File: src/rtl/red_pitaya_na_sweep_sequencer_pkg.sv
// Shared constants, state encoding and address helper for the NA sweep sequencer.
package red_pitaya_na_pkg;

   // Default IQ block register map and sizing
   localparam logic [15:0] FREQ_ADDR_DEF = 16'h0108;
   localparam logic [15:0] SUM_ADDR_DEF  = 16'h0140;
   localparam int          IDXBITS_DEF   = 16;
   localparam int          TIMEOUT_DEF   = 1023;

   // Word offsets within the sum block (byte offset = 4 * word)
   localparam logic [1:0] WORD_I_LO = 2'd0;
   localparam logic [1:0] WORD_I_HI = 2'd1;
   localparam logic [1:0] WORD_Q_LO = 2'd2;
   localparam logic [1:0] WORD_Q_HI = 2'd3;

   typedef enum logic [2:0] {
      ST_IDLE,
      ST_WR_FREQ,
      ST_POLL,
      ST_RD_SUM,
      ST_PUSH,
      ST_FIN
   } na_state_e;

   // Byte address of sum word k relative to the sum block base
   function automatic logic [15:0] sum_word_addr(input logic [15:0] base, input logic [1:0] k);
      return base + {12'd0, k, 2'b00};
   endfunction

endpackage

File: src/rtl/red_pitaya_na_sweep_sequencer_if.sv
// Register bus between the sweep sequencer (master) and the IQ block port (slave).
interface red_pitaya_na_sweep_sequencer_if;
   logic [15:0] addr;
   logic        wen;
   logic        ren;
   logic [31:0] wdata;
   logic        ack;
   logic [31:0] rdata;

   modport master (output addr, wen, ren, wdata, input  ack, rdata);
   modport slave  (input  addr, wen, ren, wdata, output ack, rdata);
endinterface

File: src/rtl/red_pitaya_na_sweep_sequencer_bus_master.sv
// Single-transaction engine: one-cycle strobe, address/data held until ack,
// per-transaction ack timeout. A new request is only taken while idle.
module red_pitaya_na_bus_master
   import red_pitaya_na_pkg::*;
#(
   parameter int TIMEOUT = TIMEOUT_DEF
) (
   input  logic        clk_i,
   input  logic        rst_i,
   input  logic        req_i,
   input  logic        we_i,
   input  logic [15:0] addr_i,
   input  logic [31:0] wdata_i,
   output logic        done_o,
   output logic [31:0] rdata_o,
   output logic        timeout_o,
   output logic        pending_o,
   red_pitaya_na_sweep_sequencer_if.master bus
);

   localparam int TW = $clog2(TIMEOUT + 1);

   logic          pending_q, pending_d;
   logic [15:0]   addr_q, addr_d;
   logic [31:0]   wdata_q, wdata_d;
   logic [TW-1:0] tmr_q, tmr_d;
   logic          launch;

   // Launch, ack and timeout decisions for the single outstanding transaction
   always_comb begin
      // NOTE: every signal gets a default before any branch so no latch is inferred.
      pending_d = pending_q;
      addr_d    = addr_q;
      wdata_d   = wdata_q;
      tmr_d     = tmr_q;
      launch    = req_i && !pending_q;
      done_o    = pending_q && bus.ack;
      timeout_o = pending_q && !bus.ack && (tmr_q == TW'(TIMEOUT - 1));
      if (launch) begin
         pending_d = 1'b1;
         addr_d    = addr_i;
         wdata_d   = wdata_i;
         tmr_d     = '0;
      end else if (done_o || timeout_o) begin
         pending_d = 1'b0;
      end else if (pending_q) begin
         tmr_d = tmr_q + TW'(1);
      end
   end

   // Transaction registers
   always_ff @(posedge clk_i) begin
      // NOTE: non-blocking assignments so every register samples pre-edge values.
      if (rst_i) begin
         pending_q <= 1'b0;
         addr_q    <= '0;
         wdata_q   <= '0;
         tmr_q     <= '0;
      end else begin
         pending_q <= pending_d;
         addr_q    <= addr_d;
         wdata_q   <= wdata_d;
         tmr_q     <= tmr_d;
      end
   end

   // Strobe only in the launch cycle; address/data come from the request then, held after
   assign bus.wen   = launch && we_i;
   assign bus.ren   = launch && !we_i;
   assign bus.addr  = pending_q ? addr_q  : (launch ? addr_i  : '0);
   assign bus.wdata = pending_q ? wdata_q : (launch ? wdata_i : '0);

   assign rdata_o   = bus.rdata;
   assign pending_o = pending_q;

endmodule

File: src/rtl/red_pitaya_na_sweep_sequencer.sv
// Autonomous network-analyzer sweep: per point, write the frequency, poll the
// averaging flag, read the I/Q sums and stream {index, I, Q} out via valid/ready.
module red_pitaya_na_sweep_sequencer
   import red_pitaya_na_pkg::*;
#(
   parameter logic [15:0] FREQ_ADDR = FREQ_ADDR_DEF,
   parameter logic [15:0] SUM_ADDR  = SUM_ADDR_DEF,
   parameter int          IDXBITS   = IDXBITS_DEF,
   parameter int          TIMEOUT   = TIMEOUT_DEF
) (
   input  logic               clk_i,
   input  logic               rst_i,
   input  logic               start_i,
   input  logic               abort_i,
   input  logic [31:0]        cfg_freq_i,
   input  logic [31:0]        cfg_step_i,
   input  logic [IDXBITS-1:0] cfg_points_i,
   output logic               busy_o,
   output logic               done_o,
   output logic               err_o,
   output logic               aborted_o,
   red_pitaya_na_sweep_sequencer_if.master m_bus,
   output logic               res_valid_o,
   input  logic               res_ready_i,
   output logic [IDXBITS-1:0] res_idx_o,
   output logic [61:0]        res_i_o,
   output logic [61:0]        res_q_o
);

   na_state_e          state_q, state_d;
   logic [IDXBITS-1:0] idx_q, idx_d, points_q, points_d;
   logic [31:0]        freq_q, freq_d, step_q, step_d;
   logic [1:0]         word_q, word_d;
   logic [61:0]        i_sum_q, i_sum_d, q_sum_q, q_sum_d;
   logic               abort_q, abort_d, err_q, err_d, aborted_q, aborted_d;

   logic               bm_req, bm_we, bm_done, bm_timeout, bm_pending;
   logic [15:0]        bm_addr;
   logic [31:0]        bm_wdata, bm_rdata;
   logic               abort_pend, last_point, busy;

   red_pitaya_na_bus_master #(.TIMEOUT(TIMEOUT)) u_bus_master (
      .clk_i     (clk_i),
      .rst_i     (rst_i),
      .req_i     (bm_req),
      .we_i      (bm_we),
      .addr_i    (bm_addr),
      .wdata_i   (bm_wdata),
      .done_o    (bm_done),
      .rdata_o   (bm_rdata),
      .timeout_o (bm_timeout),
      .pending_o (bm_pending),
      .bus       (m_bus)
   );

   assign busy       = (state_q != ST_IDLE) && (state_q != ST_FIN);
   assign abort_pend = abort_q || abort_i;
   assign last_point = (idx_q == points_q - IDXBITS'(1));

   // Sweep FSM next-state, counters, sum assembly and bus requests
   always_comb begin
      state_d   = state_q;
      idx_d     = idx_q;
      points_d  = points_q;
      freq_d    = freq_q;
      step_d    = step_q;
      word_d    = word_q;
      i_sum_d   = i_sum_q;
      q_sum_d   = q_sum_q;
      err_d     = err_q;
      aborted_d = aborted_q;
      abort_d   = busy ? abort_pend : abort_q;
      bm_req    = 1'b0;
      bm_we     = 1'b0;
      bm_addr   = FREQ_ADDR;
      bm_wdata  = freq_q;

      unique case (state_q)
         ST_IDLE: begin
            if (start_i && !abort_i) begin
               points_d  = cfg_points_i;
               step_d    = cfg_step_i;
               freq_d    = cfg_freq_i;
               idx_d     = '0;
               err_d     = 1'b0;
               aborted_d = 1'b0;
               abort_d   = 1'b0;
               state_d   = (cfg_points_i == '0) ? ST_FIN : ST_WR_FREQ;
            end
         end
         ST_WR_FREQ: begin
            bm_we = 1'b1;
            if (!bm_pending) begin
               if (abort_pend) begin
                  aborted_d = 1'b1;
                  state_d   = ST_FIN;
               end else begin
                  bm_req = 1'b1;
               end
            end else if (bm_done) begin
               if (abort_pend) begin
                  aborted_d = 1'b1;
                  state_d   = ST_FIN;
               end else begin
                  state_d = ST_POLL;
               end
            end
         end
         ST_POLL: begin
            bm_addr = SUM_ADDR;
            bm_req  = !bm_pending;
            if (bm_done) begin
               if (abort_pend) begin
                  aborted_d = 1'b1;
                  state_d   = ST_FIN;
               end else if (!bm_rdata[31]) begin
                  word_d  = WORD_I_LO;
                  state_d = ST_RD_SUM;
               end
            end
         end
         ST_RD_SUM: begin
            bm_addr = sum_word_addr(SUM_ADDR, word_q);
            bm_req  = !bm_pending;
            if (bm_done) begin
               unique case (word_q)
                  WORD_I_LO: i_sum_d[30:0]  = bm_rdata[30:0];
                  WORD_I_HI: i_sum_d[61:31] = bm_rdata[30:0];
                  WORD_Q_LO: q_sum_d[30:0]  = bm_rdata[30:0];
                  default:   q_sum_d[61:31] = bm_rdata[30:0];
               endcase
               if (abort_pend) begin
                  aborted_d = 1'b1;
                  state_d   = ST_FIN;
               end else if (word_q == WORD_Q_HI) begin
                  state_d = ST_PUSH;
               end else begin
                  word_d = word_q + 2'd1;
               end
            end
         end
         ST_PUSH: begin
            if (abort_pend) begin
               aborted_d = 1'b1;
               state_d   = ST_FIN;
            end else if (res_ready_i) begin
               if (last_point) begin
                  state_d = ST_FIN;
               end else begin
                  idx_d   = idx_q + IDXBITS'(1);
                  freq_d  = freq_q + step_q;
                  state_d = ST_WR_FREQ;
               end
            end
         end
         ST_FIN:  state_d = ST_IDLE;
         default: state_d = ST_IDLE;
      endcase

      if (bm_timeout) begin
         err_d   = 1'b1;
         state_d = ST_FIN;
      end
   end

   // Sweep state registers
   always_ff @(posedge clk_i) begin
      if (rst_i) begin
         state_q   <= ST_IDLE;
         idx_q     <= '0;
         points_q  <= '0;
         freq_q    <= '0;
         step_q    <= '0;
         word_q    <= '0;
         // NOTE: the sum regs are reset as well because they drive res_i_o/res_q_o directly.
         i_sum_q   <= '0;
         q_sum_q   <= '0;
         abort_q   <= 1'b0;
         err_q     <= 1'b0;
         aborted_q <= 1'b0;
      end else begin
         state_q   <= state_d;
         idx_q     <= idx_d;
         points_q  <= points_d;
         freq_q    <= freq_d;
         step_q    <= step_d;
         word_q    <= word_d;
         i_sum_q   <= i_sum_d;
         q_sum_q   <= q_sum_d;
         abort_q   <= abort_d;
         err_q     <= err_d;
         aborted_q <= aborted_d;
      end
   end

   assign busy_o      = busy;
   assign done_o      = (state_q == ST_FIN);
   assign err_o       = err_q;
   assign aborted_o   = aborted_q;
   assign res_valid_o = (state_q == ST_PUSH);
   assign res_idx_o   = idx_q;
   assign res_i_o     = i_sum_q;
   assign res_q_o     = q_sum_q;

endmodule

File: src/flat_wrapper.sv
// flat-port wrapper written by rule: the top's interface ports become plain ports
module red_pitaya_na_sweep_sequencer_flat import red_pitaya_na_pkg::*;
#(
   parameter logic [15:0] FREQ_ADDR = FREQ_ADDR_DEF,
   parameter logic [15:0] SUM_ADDR  = SUM_ADDR_DEF,
   parameter int          IDXBITS   = IDXBITS_DEF,
   parameter int          TIMEOUT   = TIMEOUT_DEF
)
  (clk_i, rst_i, start_i, abort_i, cfg_freq_i, cfg_step_i, cfg_points_i, busy_o, done_o, err_o, aborted_o, res_valid_o, res_ready_i, res_idx_o, res_i_o, res_q_o, m_bus_addr, m_bus_wen, m_bus_ren, m_bus_wdata, m_bus_ack, m_bus_rdata);
  red_pitaya_na_sweep_sequencer_if m_bus_i ();
  input  logic clk_i;
  input  logic rst_i;
  input  logic start_i;
  input  logic abort_i;
  input  logic [31:0] cfg_freq_i;
  input  logic [31:0] cfg_step_i;
  input  logic [IDXBITS-1:0] cfg_points_i;
  output logic busy_o;
  output logic done_o;
  output logic err_o;
  output logic aborted_o;
  output logic res_valid_o;
  input  logic res_ready_i;
  output logic [IDXBITS-1:0] res_idx_o;
  output logic [61:0] res_i_o;
  output logic [61:0] res_q_o;
  output wire logic [$bits(m_bus_i.addr)-1:0] m_bus_addr;
  output wire logic [$bits(m_bus_i.wen)-1:0] m_bus_wen;
  output wire logic [$bits(m_bus_i.ren)-1:0] m_bus_ren;
  output wire logic [$bits(m_bus_i.wdata)-1:0] m_bus_wdata;
  input wire logic [$bits(m_bus_i.ack)-1:0] m_bus_ack;
  input wire logic [$bits(m_bus_i.rdata)-1:0] m_bus_rdata;
  assign m_bus_addr = m_bus_i.addr;
  assign m_bus_wen = m_bus_i.wen;
  assign m_bus_ren = m_bus_i.ren;
  assign m_bus_wdata = m_bus_i.wdata;
  assign m_bus_i.ack = m_bus_ack;
  assign m_bus_i.rdata = m_bus_rdata;
  red_pitaya_na_sweep_sequencer #(.FREQ_ADDR(FREQ_ADDR), .SUM_ADDR(SUM_ADDR), .IDXBITS(IDXBITS), .TIMEOUT(TIMEOUT)) u_core (.clk_i(clk_i), .rst_i(rst_i), .start_i(start_i), .abort_i(abort_i), .cfg_freq_i(cfg_freq_i), .cfg_step_i(cfg_step_i), .cfg_points_i(cfg_points_i), .busy_o(busy_o), .done_o(done_o), .err_o(err_o), .aborted_o(aborted_o), .m_bus(m_bus_i), .res_valid_o(res_valid_o), .res_ready_i(res_ready_i), .res_idx_o(res_idx_o), .res_i_o(res_i_o), .res_q_o(res_q_o));
endmodule
File: config.mk
export PLATFORM = sky130hd
export DESIGN_NAME = red_pitaya_na_sweep_sequencer_flat
export DESIGN_NICKNAME = d
export VERILOG_FILES = /design/src/rtl/red_pitaya_na_sweep_sequencer_pkg.sv /design/src/rtl/red_pitaya_na_sweep_sequencer_if.sv /design/src/rtl/red_pitaya_na_sweep_sequencer_bus_master.sv /design/src/rtl/red_pitaya_na_sweep_sequencer.sv /design/src/flat_wrapper.sv
export SDC_FILE = /design/constraint.sdc
export NUM_CORES = 1
export LEC_CHECK = 0
export BUFFER_PORTS_ARGS = -buffer_cell sky130_fd_sc_hd__buf_2
export CORE_ASPECT_RATIO = 1.75
export CORE_MARGIN = 2
export CORE_UTILIZATION = 55
export CTS_CLUSTER_SIZE = 12
export DETAILED_ROUTE_END_ITERATION = 10
export GPL_ROUTABILITY_DRIVEN = 0
export PLACE_DENSITY = 0.89
export SLEW_MARGIN = 20
export SYNTH_ARGS = -nofsm -noshare
export SYNTH_HDL_FRONTEND = slang
export SYNTH_HIERARCHICAL = 1
export SYNTH_SLANG_ARGS = --single-unit
export TNS_END_PERCENT = 50
File: constraint.sdc
create_clock -name clk_i -period 4.32 [get_ports clk_i]
set_clock_uncertainty 0.1 [all_clocks]
set_input_delay 0 -clock clk_i [delete_from_list [all_inputs] [get_ports clk_i]]
set_output_delay 0 -clock clk_i [all_outputs]
set_load 0.02 [all_outputs]
==> summary.md, run 1 <==
| Metric | Value |
|---|---|
| Setup TNS | `0 ps` |
| F_max | `between 0.2 and 0.3 GHz` |
| Worst min path class | `input port to flop` |
| Initial antenna violation count | `1` |
| Number of synthesized flops with an enable pin | `0` |
| Port bufs | `between 300 and 400` |
| DRC errors left | `0` |
| Cell area after placement | `between 15000 and 20000 um^2` |
| Core box area | `~25000 um^2` |
| Main synth FF type | `dfxtp_1` |
| Syn avg cell area | `7.422 um^2` |
| WL final | `approximately 46 mm` |
| CTS tree | `yes` |
| Design area | `17070 um^2` |
| Leakage | `~0.0075 uW` |
| Worst-Margin Slew | `981.5 ps` |
| Gr usage total | `34.62%` |
| Share of cells above drive strength 1 | `between 10% and 20%` |
| Slew headroom | `between 30% and 40%` |
| HPWL Detailed | `between 20 and 30 mm` |
| Total number of vias | `14830` |
| Vias/cell | `roughly 5.9` |
| Die area | `between 20000 and 30000 um^2` |
| CTS sink cnt | `287` |
| Final worst slack | `roughly 460 ps` |
| CTS resizes | `0` |
| Fillers | `between 1500 and 2000` |
| Critical Path AT | `about 3800 ps` |
| Maximum root-to-sink buffer count | `3` |
| Failing checks | `negative hold slack` |
| Post-synthesis cell count | `1843` |
| Die Wd | `~120 um` |
| Netlist Area Pre-Place | `between 10000 and 15000 um^2` |
| Largest net degree at the start of global routing | `~150` |
| Worst-path clk slew | `~60 ps` |
| Vert. Die Dim | `approximately 210 um` |
| Num CTS Buffers | `28` |
| Outcome | `complete, but fails checks` |
| Crit share post-route | `approximately 90%` |
| DR pass1 iterations | `8` |
| Final min period | `between 3000 and 4000 ps` |
| Yosys reg bits | `287` |
| Vias in the first global route | `between 10000 and 15000` |
| Routed Antenna Nets | `0` |
| CTS H-tree lvls | `1` |
| Yosys top cell by area | `dfxtp_1` |
| Root buf cell | `clkbuf_16` |
| Crit-path max FO | `23` |
| Clock latency on the worst-skew pair | `around 550 ps` |
| DRT iter0 DRCs | `between 1000 and 1500` |
| Hold WS | `-12.10 ps` |
| Max VDD drop | `between 300 and 400 uV` |
| Synth cell types | `74` |
| Area Overhead vs Synth | `24.75%` |
| Routed length per placed instance | `18.54 um` |
| Synth area leaders | `dfxtp_1 42%, nand2_1 17%, a21oi_1 10%` |
| Max cap viols | `0` |
| GR Overflow Total | `0` |
| CP endpoint kind | `primary output` |
| Worst setup SP type | `flop` |
| Hold Fails Final Rpt | `4` |
| Pre-CTS WS | `985.3 ps` |
| P per Cell Area | `around 420 nW/um^2` |
| Max Slew Vio Count | `0` |
| Initial core utilization | `a little under three fifths` |
| Yosys top cell area share | `between 40% and 50%` |
| Row cnt | `between 70 and 80` |
| Sequential share of the synthesized area | `about 42%` |
| Ports | `around 310` |
| Nets | `around 2300` |
| Crit Path Category | `flop to primary output` |
| Req. time, crit path | `between 4000 and 5000 ps` |
| Ys async rst share | `0%` |
| Synth warn | `6` |
| RSZ-0062 raised after global routing | `no` |
| Setup-failing EPs final | `0` |
| First-pass GRT wire length | `approximately 73 mm` |
## cell usage in the layout (no fill, tap or decap), types with 7 or more instances in the layout
master and instances:
nand2b_1 9, inv_1 23, clkbuf_16 29, xor2_1 24, a21oi_1 274, nand2_1 619, nor2b_1 7, o211ai_1 9
o31ai_1 9, a21o_1 16, xnor2_1 27, nor3_1 14, nand3_1 26, clkbuf_1 7, o21ai_0 29, dfxtp_1 286
or3_1 9, buf_4 16, conb_1 13, and2_1 11, nor2_1 92, and3_1 16, buf_2 311, nand4_1 18
dlygate4sd3_1 115, a311oi_1 21, ha_1 40, a211oi_1 15
## registers in the layout (all words and copies together) (netlist names)
register,cells
u_core/state_q,3
u_core/u_bus_master/tmr_q,10
u_core/word_q,2
u_core/res_i_o,62
u_core/res_q_o,62
u_core/res_idx_o,16
u_core/u_bus_master/wdata_q,32
u_core/u_bus_master/pending_o,1
u_core/u_bus_master/addr_q,16
u_core/abort_q,1
u_core/bm_wdata,32
u_core/aborted_o,1
u_core/step_q,32
u_core/points_q,16
u_core/err_o,1
## synth_stat cells (all sizes together), types with 14 or more instances
master / instances
and3: 16
xnor2: 27
inv: 23
clkbuf: 95
nor2: 92
xor2: 24
o21ai: 29
dfxtp: 287
a211oi: 16
nand3: 26
a21oi: 275
buf: 58
nor3: 14
ha: 40
a311oi: 21
nand4: 19
a21o: 16
nand2: 620
## per-layer routing
metal	wire [um]	global-route usage, %	up-vias	share of wire [%]
li1	-	-	6825	-
met4	3369	22.81	0	7.3
met5	0	0	-	0
met3	4461	7.055	293	9.6
met1	15450	36.34	6715	33
met2	23030	61.12	992	50
## what timing repair did
item | 4_1_cts | 5_1_grt
endpoints found under the hold margin | 221 | 0
setup buffers | 0 | 0
hold buffers | 115 | 0
endpoints found under the setup margin | 0 | 0
## layout make-up
class                           instances  area [um^2]  share of cell area, %
Inverter                               23        86.33                 0.5059
Tap cell                              312        390.4                  2.288
Multi-Input combinational cell       1391         7196                  42.17
Clock buffer                           36        752.0                  4.406
Sequential cell                       287         5747                  33.68
Antenna cell                            1        2.502                0.01466
Timing Repair Buffer                  445         2882                  16.89
Clock inverter                          2        10.01                0.05866
## final timing paths
check,from,slack (ps),cells past startpoint,endpoint
setup / recovery,u_core/state_q[0],460,9,m_bus_wdata[8]
hold / removal,rst_i,-10,2,u_core/u_bus_master/wdata_q[31]
setup reg to reg,u_core/points_q[0],650,9,u_core/bm_wdata[8]
hold reg to reg,u_core/res_q_o[42],350,2,u_core/res_q_o[42]
## kinds of logic after synthesis
kind of cell	Yosys count	synth area share, %
AOI/OAI and AO/OA	428	18.65
xor gates and xnor gates	51	3.265
and+or+nand+nor	856	26.22
DFF	287	42.00
buffers and inverters	176	5.854
other	2	0.05490
muxes	2	0.1464
adders and majority gates	41	3.805
## critical path, stage by stage (launching register included)
cell and delay [ps]:
dfxtp_1 660, nor2b_1 270, nor2b_1 480, a21oi_1 150, nor2_1 190, nor2b_4 640, buf_4 360, nand2_1 130
nand2_1 120, buf_2 170
## where the power goes
part           total [uW]  switching (uW)  internal, uW
clock network        2200            1000          1200
logic                1970            1260           710
registers            3060             215          2850
total                7230            2480          4760
## stage by stage
stage	cells	utilization [%]	hold WS (ps)	total power [uW]
after floorplan	1854	-	35.97	4412
after global placement	2343	61.74	147.4	4840
after detailed placement	2343	61.75	153.0	4915
after CTS	2496	69.55	1.353	7166
after global routing	2497	69.56	46.36	7550
final	2497	69.56	-12.10	7235
No activity file was read; power rests on OpenSTA's default activity.
==> run 2: changes to the inputs <==
--- a/config.mk
+++ b/config.mk
@@ -8,11 +8,11 @@
 export BUFFER_PORTS_ARGS = -buffer_cell sky130_fd_sc_hd__buf_2
 export CORE_ASPECT_RATIO = 1.75
 export CORE_MARGIN = 2
-export CORE_UTILIZATION = 55
+export CORE_UTILIZATION = 49
 export CTS_CLUSTER_SIZE = 12
 export DETAILED_ROUTE_END_ITERATION = 10
 export GPL_ROUTABILITY_DRIVEN = 0
-export PLACE_DENSITY = 0.89
+export PLACE_DENSITY = 0.84
 export SLEW_MARGIN = 20
 export SYNTH_ARGS = -nofsm -noshare
 export SYNTH_HDL_FRONTEND = slang
==> constraint.sdc (replaced) <==
create_clock -name clk_i -period 3.4 [get_ports clk_i]
set_clock_uncertainty 0.1 [all_clocks]
set_input_delay 0 -clock clk_i [delete_from_list [all_inputs] [get_ports clk_i]]
set_output_delay 0 -clock clk_i [all_outputs]
set_load 0.02 [all_outputs]
==> run 2 against run 1 <==
  * The run now ends clean
  * Critical endpoint is now u_core/res_idx_o[13]
  * Sequential share of layout area fell by 0.84 points
  * Critical path depth increased by 3
  * Sequential power increased by 27%
  * Non-clock buffer count rose by 34
  * Global-route usage fell by 4.2 points
  * Clock power up 25%
  * Final cell count up 3.6%
  * Sequential cell count unchanged
  * Worst setup slack got worse by 370 ps
  * First-iteration DRC count fell by 4.9%
==> summary.md, run 2 (synthesis gave the netlist of run 1 again) <==
| Metric | Value |
|---|---|
| Outcome | `complete, no violations` |
| Initial core utilization | `approximately 50%` |
| Routed length per placed instance | `about 18 um` |
| Die area | `29320 um^2` |
| CTS H-tree lvls | `1` |
| Reg2reg path depth | `12` |
| Vias/cell | `approximately 5.7` |
| DRC errors left | `0` |
| Core box area | `approximately 27000 um^2` |
| Share of cells above drive strength 1 | `between 10% and 20%` |
| Setup-failing EPs final | `0` |
| DR pass1 iterations | `5` |
| Crit share post-route | `between 90% and 100%` |
| Final min period | `3310 ps` |
| Num CTS Buffers | `28` |
| Critical Path AT | `roughly 3700 ps` |
| Port bufs | `between 300 and 400` |
| GR Overflow Total | `0` |
| Vias in the first global route | `14870` |
| CTS sink cnt | `approximately 290` |
| Row cnt | `80` |
| F_max | `0.3021 GHz` |
| Total power | `about 9300 uW` |
| Area Overhead vs Synth | `27.96%` |
| Crit Path Category | `flop to flop` |
| Gr usage total | `30.45%` |
| Slew headroom | `between 40% and 50%` |
| Worst setup SP type | `flop` |
| DP Cell Count | `2408` |
| Largest net degree at the start of global routing | `79` |
| CTS tree | `yes` |
| Routed Antenna Nets | `0` |
| Hold Fails Final Rpt | `0` |
| DRT iter0 DRCs | `roughly 1200` |
| Leakage | `between 0.007 and 0.008 uW` |
| Die Wd | `about 130 um` |
| Commonest non-fill, non-tap cell in the layout | `nand2_1` |
| Hold Crit Depth | `4` |
| Total number of vias | `14770` |
| Maximum root-to-sink buffer count | `3` |
| Most frequent cells in the layout | `619 x nand2_1, 311 x buf_2, 285 x dfxtp_1` |
| HPWL Detailed | `~30 mm` |
| Vert. Die Dim | `between 200 and 250 um` |
| Req. time, crit path | `around 3800 ps` |
| P per Cell Area | `between 500 and 600 nW/um^2` |
| Root buf cell | `clkbuf_16` |
| Clock latency on the worst-skew pair | `between 500 and 600 ps` |
| First-pass GRT wire length | `71.80 mm` |
| Crit-path max FO | `8` |
| Initial antenna violation count | `2` |
| Worst min path class | `input port to flop` |
| WL final | `~46 mm` |
| Max cap viols | `0` |
| Nets | `approximately 2400` |
| Max VDD drop | `517.2 uV` |
| Hold WS | `approximately 160 ps` |
| Finished Layout Cells | `~2600` |
| Worst-path clk slew | `about 60 ps` |
| CP endpoint kind | `flop` |
| Worst-Margin Slew | `761.8 ps` |
| Ports | `roughly 310` |
| Final Util | `between 60 and 70%` |
| Max Slew Vio Count | `0` |
==> run 2: cell type report <==
type / count / area, um^2
inverter: 23 / 86.33
fill: 2212 / 9822
clock buffer: 33 / 740.7
antenna: 3 / 7.507
clock inverter: 2 / 13.76
multi-input combinational: 1391 / 7249
tap: 369 / 461.7
timing repair buffer: 479 / 3197
sequential: 287 / 5748
==> run 2: where the power goes <==
group / total (uW) / internal [uW] / switching, uW
clock network: 2760 / 1510 / 1250
logic: 2610 / 970 / 1640
registers: 3880 / 3620 / 256
==> run 2: path summary, 6_finish.rpt <==
kind	from	endpoint	slack (ps)
worst min-delay path	cfg_step_i[31]	u_core/step_q[31]	160
worst max register to register	u_core/points_q[0]	u_core/res_idx_o[13]	90
worst min register to register	u_core/res_q_o[30]	u_core/res_q_o[30]	350
worst max-delay path	u_core/points_q[0]	u_core/res_idx_o[13]	90
==> run 2: metrics by stage <==
stage | area, um^2 | TNS, ps | setup slack, ps
6_report | 17500 | 0 | 89.50
4_1_cts | 17420 | 0 | 11.77
2_1_floorplan | 13720 | 0 | 380.4
5_1_grt | 17500 | -2.742 | -2.742
3_5_place_dp | 15270 | 0 | 20.78
3_3_place_gp | 15270 | 0 | 161.6
==> run 2: worst max-delay path, stage by stage, from the launching register on <==
cell and delay (ps):
dfxtp_1 340, inv_1 70, ha_2 210, or4b_4 540
o41ai_4 250, o211ai_1 150, o221ai_1 160, a2111oi_4 100
a211oi_4 320, buf_4 220, nand4_2 180, or4_1 540
nand2_1 80
==> run 2: metal layers <==
metal / share of wire [%] / vias up / global-route usage [%]
li1: - / 6895 / -
met2: 50 / 794 / 54.72
met1: 34 / 6842 / 30.06
met4: 7.3 / 0 / 22.34
met5: 0 / - / 0
met3: 7.9 / 242 / 6.553
==> run 2: repair_timing <==
item / 4_1_cts / 5_1_grt
cloned: 0 / 1
setup endpoints to repair: 33 / 53
hold buffers: 139 / 0
resized for setup: 1 / 11
endpoints found under the hold margin: 243 / 0
pin swaps: 0 / 2
buffers inserted: 0 / 1
==> run 3: changes to the inputs <==
--- a/config.mk
+++ b/config.mk
@@ -5,14 +5,15 @@
 export SDC_FILE = /design/constraint.sdc
 export NUM_CORES = 1
 export LEC_CHECK = 0
-export BUFFER_PORTS_ARGS = -buffer_cell sky130_fd_sc_hd__buf_2
 export CORE_ASPECT_RATIO = 1.75
 export CORE_MARGIN = 2
-export CORE_UTILIZATION = 49
+export CORE_UTILIZATION = 56
+export CTS_BUF_LIST = sky130_fd_sc_hd__clkbuf_8
 export CTS_CLUSTER_SIZE = 12
 export DETAILED_ROUTE_END_ITERATION = 10
+export DONT_BUFFER_PORTS = 1
 export GPL_ROUTABILITY_DRIVEN = 0
-export PLACE_DENSITY = 0.84
+export PLACE_DENSITY = 0.82
 export SLEW_MARGIN = 20
 export SYNTH_ARGS = -nofsm -noshare
 export SYNTH_HDL_FRONTEND = slang
==> run 3 against run 2 <==
  * The run now ends with negative hold slack left
  * First-iteration DRC count grew 55%
  * Sequential power is essentially flat
  * Final cell count shrank 3.7%
  * Clock power grew 5%
  * Global-route usage grew 9.1 points
  * Design area grew 5.6%
  * Critical path depth is the same
  * Core utilization grew 13 points
  * Via count grew 5.1%
  * Register-to-register slack lost 60 ps
  * Non-clock buffer count shrank 69
  * Worst setup slack lost 62 ps
  * Critical path type unchanged
==> summary.md, run 3 (synthesis gave the netlist of run 1 again) <==
| Metric | Value |
|---|---|
| Outcome | `complete, but fails checks` |
| Failing checks | `negative hold slack` |
| Clock latency on the worst-skew pair | `570 ps` |
| Largest stage delay, worst path | `between 500 and 600 ps` |
| Num CTS Buffers | `a little over 40` |
| DRT iter0 DRCs | `about 1800` |
| Bufs and invs on worst path | `2` |
| Crit share post-route | `99.18%` |
| Worst min path class | `input port to flop` |
| Max cap viols | `0` |
| Max Slew Vio Count | `0` |
| Req. time, crit path | `~3700 ps` |
| CTS tree | `yes` |
| F_max | `0.2965 GHz` |
| Max VDD drop | `between 400 and 500 uV` |
| Critical Path AT | `approximately 3700 ps` |
| Maximum root-to-sink buffer count | `3` |
| Largest net degree at the start of global routing | `195` |
| Vias in the first global route | `about 16000` |
| Multi-input gate area | `7296 um^2` |
| Core box area | `around 24000 um^2` |
| Worst-path clk slew | `roughly 70 ps` |
| Fillers | `about 1400` |
| Root buf cell | `clkbuf_8` |
| Initial core utilization | `56.94%` |
| Setup TNS | `0 ps` |
| Crit path cell chain | `inv_1, ha_1, or4b_4, and4bb_1, xnor2_1, o2111ai_2, a2111oi_4, a211oi_4, clkbuf_16, nor3b_1, a21oi_1, nor2_1` |
| Routed length per placed instance | `21.63 um` |
| Finished Layout Cells | `~2500` |
| DRC errors left | `0` |
| Final min period | `roughly 3400 ps` |
| Worst setup SP type | `flop` |
| RSZ-0062 raised after global routing | `yes` |
| Gr usage total | `between 30% and 40%` |
| Row cnt | `75` |
| CTS H-tree lvls | `2` |
| DP Cell Count | `about 2000` |
| Hold Fails Final Rpt | `1` |
| CP endpoint kind | `flop` |
| Initial antenna violation count | `0` |
| P per Cell Area | `about 520 nW/um^2` |
| FF/Latch Area | `~5700 um^2` |
| Vias/cell | `approximately 6.2` |
| Commonest non-fill, non-tap cell in the layout | `nand2_1` |
| Routed Antenna Nets | `0` |
| Crit Path Category | `flop to flop` |
| CTS sink cnt | `287` |
| Worst-Margin Slew | `between 800 and 900 ps` |
| Die Wd | `between 100 and 150 um` |
| Nets | `approximately 2300` |
| Vert. Die Dim | `approximately 210 um` |
| Slowest-stage cell, CP | `or4b_4` |
| First-pass GRT wire length | `about 81 mm` |
| Area Overhead vs Synth | `35.08%` |
| CP top delay family | `simple AND/OR/NAND/NOR gates` |
| HPWL Detailed | `between 20 and 30 mm` |
| Crit-path max FO | `33` |
| GR Overflow Total | `0` |
| Number of diodes | `0` |
| Setup-failing EPs final | `0` |
| Die area | `25740 um^2` |
| Pre-CTS WS | `about 36 ps` |
| Hold WS | `-5.018 ps` |
| DR pass1 iterations | `8` |
| Slew headroom | `41.72%` |
| Leakage | `around 0.0081 uW` |
| WL final | `roughly 54 mm` |
| Total number of vias | `15530` |
| Port bufs | `0` |
| Final worst slack | `around 28 ps` |
| Ports | `~310` |
| Share of cells above drive strength 1 | `around 6.4%` |
| Most frequent cells in the layout | `619 x nand2_1, 368 x dlygate4sd3_1, 286 x dfxtp_1` |
run 3: worst paths after layout:
path	slack, ps	depth (start not counted)	start	end
setup / recovery	30	12	u_core/points_q[1]	u_core/res_idx_o[0]
hold / removal	-5	3	rst_i	u_core/u_bus_master/tmr_q[9]
setup reg to reg	30	12	u_core/points_q[1]	u_core/res_idx_o[0]
hold reg to reg	410	2	u_core/u_bus_master/tmr_q[9]	u_core/u_bus_master/tmr_q[9]
run 3: layout make-up:
type                            count  area share, %
Clock buffer                       50          3.724
Timing Repair Buffer              410          22.24
Multi-Input combinational cell   1391          39.48
Clock inverter                     21         0.8803
Inverter                           23         0.4875
Sequential cell                   287          31.10
Tap cell                          308          2.086
run 3: what timing repair did:
item                                    in CTS  in global routing
setup buffers                                0                  8
endpoints found under the setup margin       0                133
hold buffers                               370                  0
resized for setup                            0                 27
endpoints found under the hold margin      287                  0
run 3: through the flow:
stage	instance area, um^2	power [uW]	utilization (%)	hold slack, ps
global route	18480	9993	76.92	16.07
finish	18480	9638	76.92	-5.018
CTS	18260	9258	75.99	0.01327
detailed placement	13680	6045	56.96	-9.189
floorplan	13720	5606	-	35.97
global placement	13680	5964	56.96	-11.38
run 3: worst register-to-register path, stage by stage (launching register included):
cell and delay, ps:
dfxtp_1 340, inv_1 70, ha_1 240, or4b_4 570, and4bb_1 330, xnor2_1 140, o2111ai_2 190, a2111oi_4 460
a211oi_4 150, clkbuf_16 250, nor3b_1 170, a21oi_1 160, nor2_1 60
run 3: routing by layer:
layer | part of all wire, % | wire, um | global-route usage [%]
met1 | 32 | 17350 | 40.52
met2 | 48 | 26080 | 68.33
met5 | 0 | 0 | 0
met3 | 12 | 6509 | 12.96
met4 | 7.3 | 3914 | 24.65
run 3: report_power, final:
group          leakage (uW)  switching [uW]  total [uW]  internal [uW]
Sequential          0.00232             273        3890           3620
Combinational       0.00528            1730        2850           1120
Clock              0.000465            1400        2900           1500
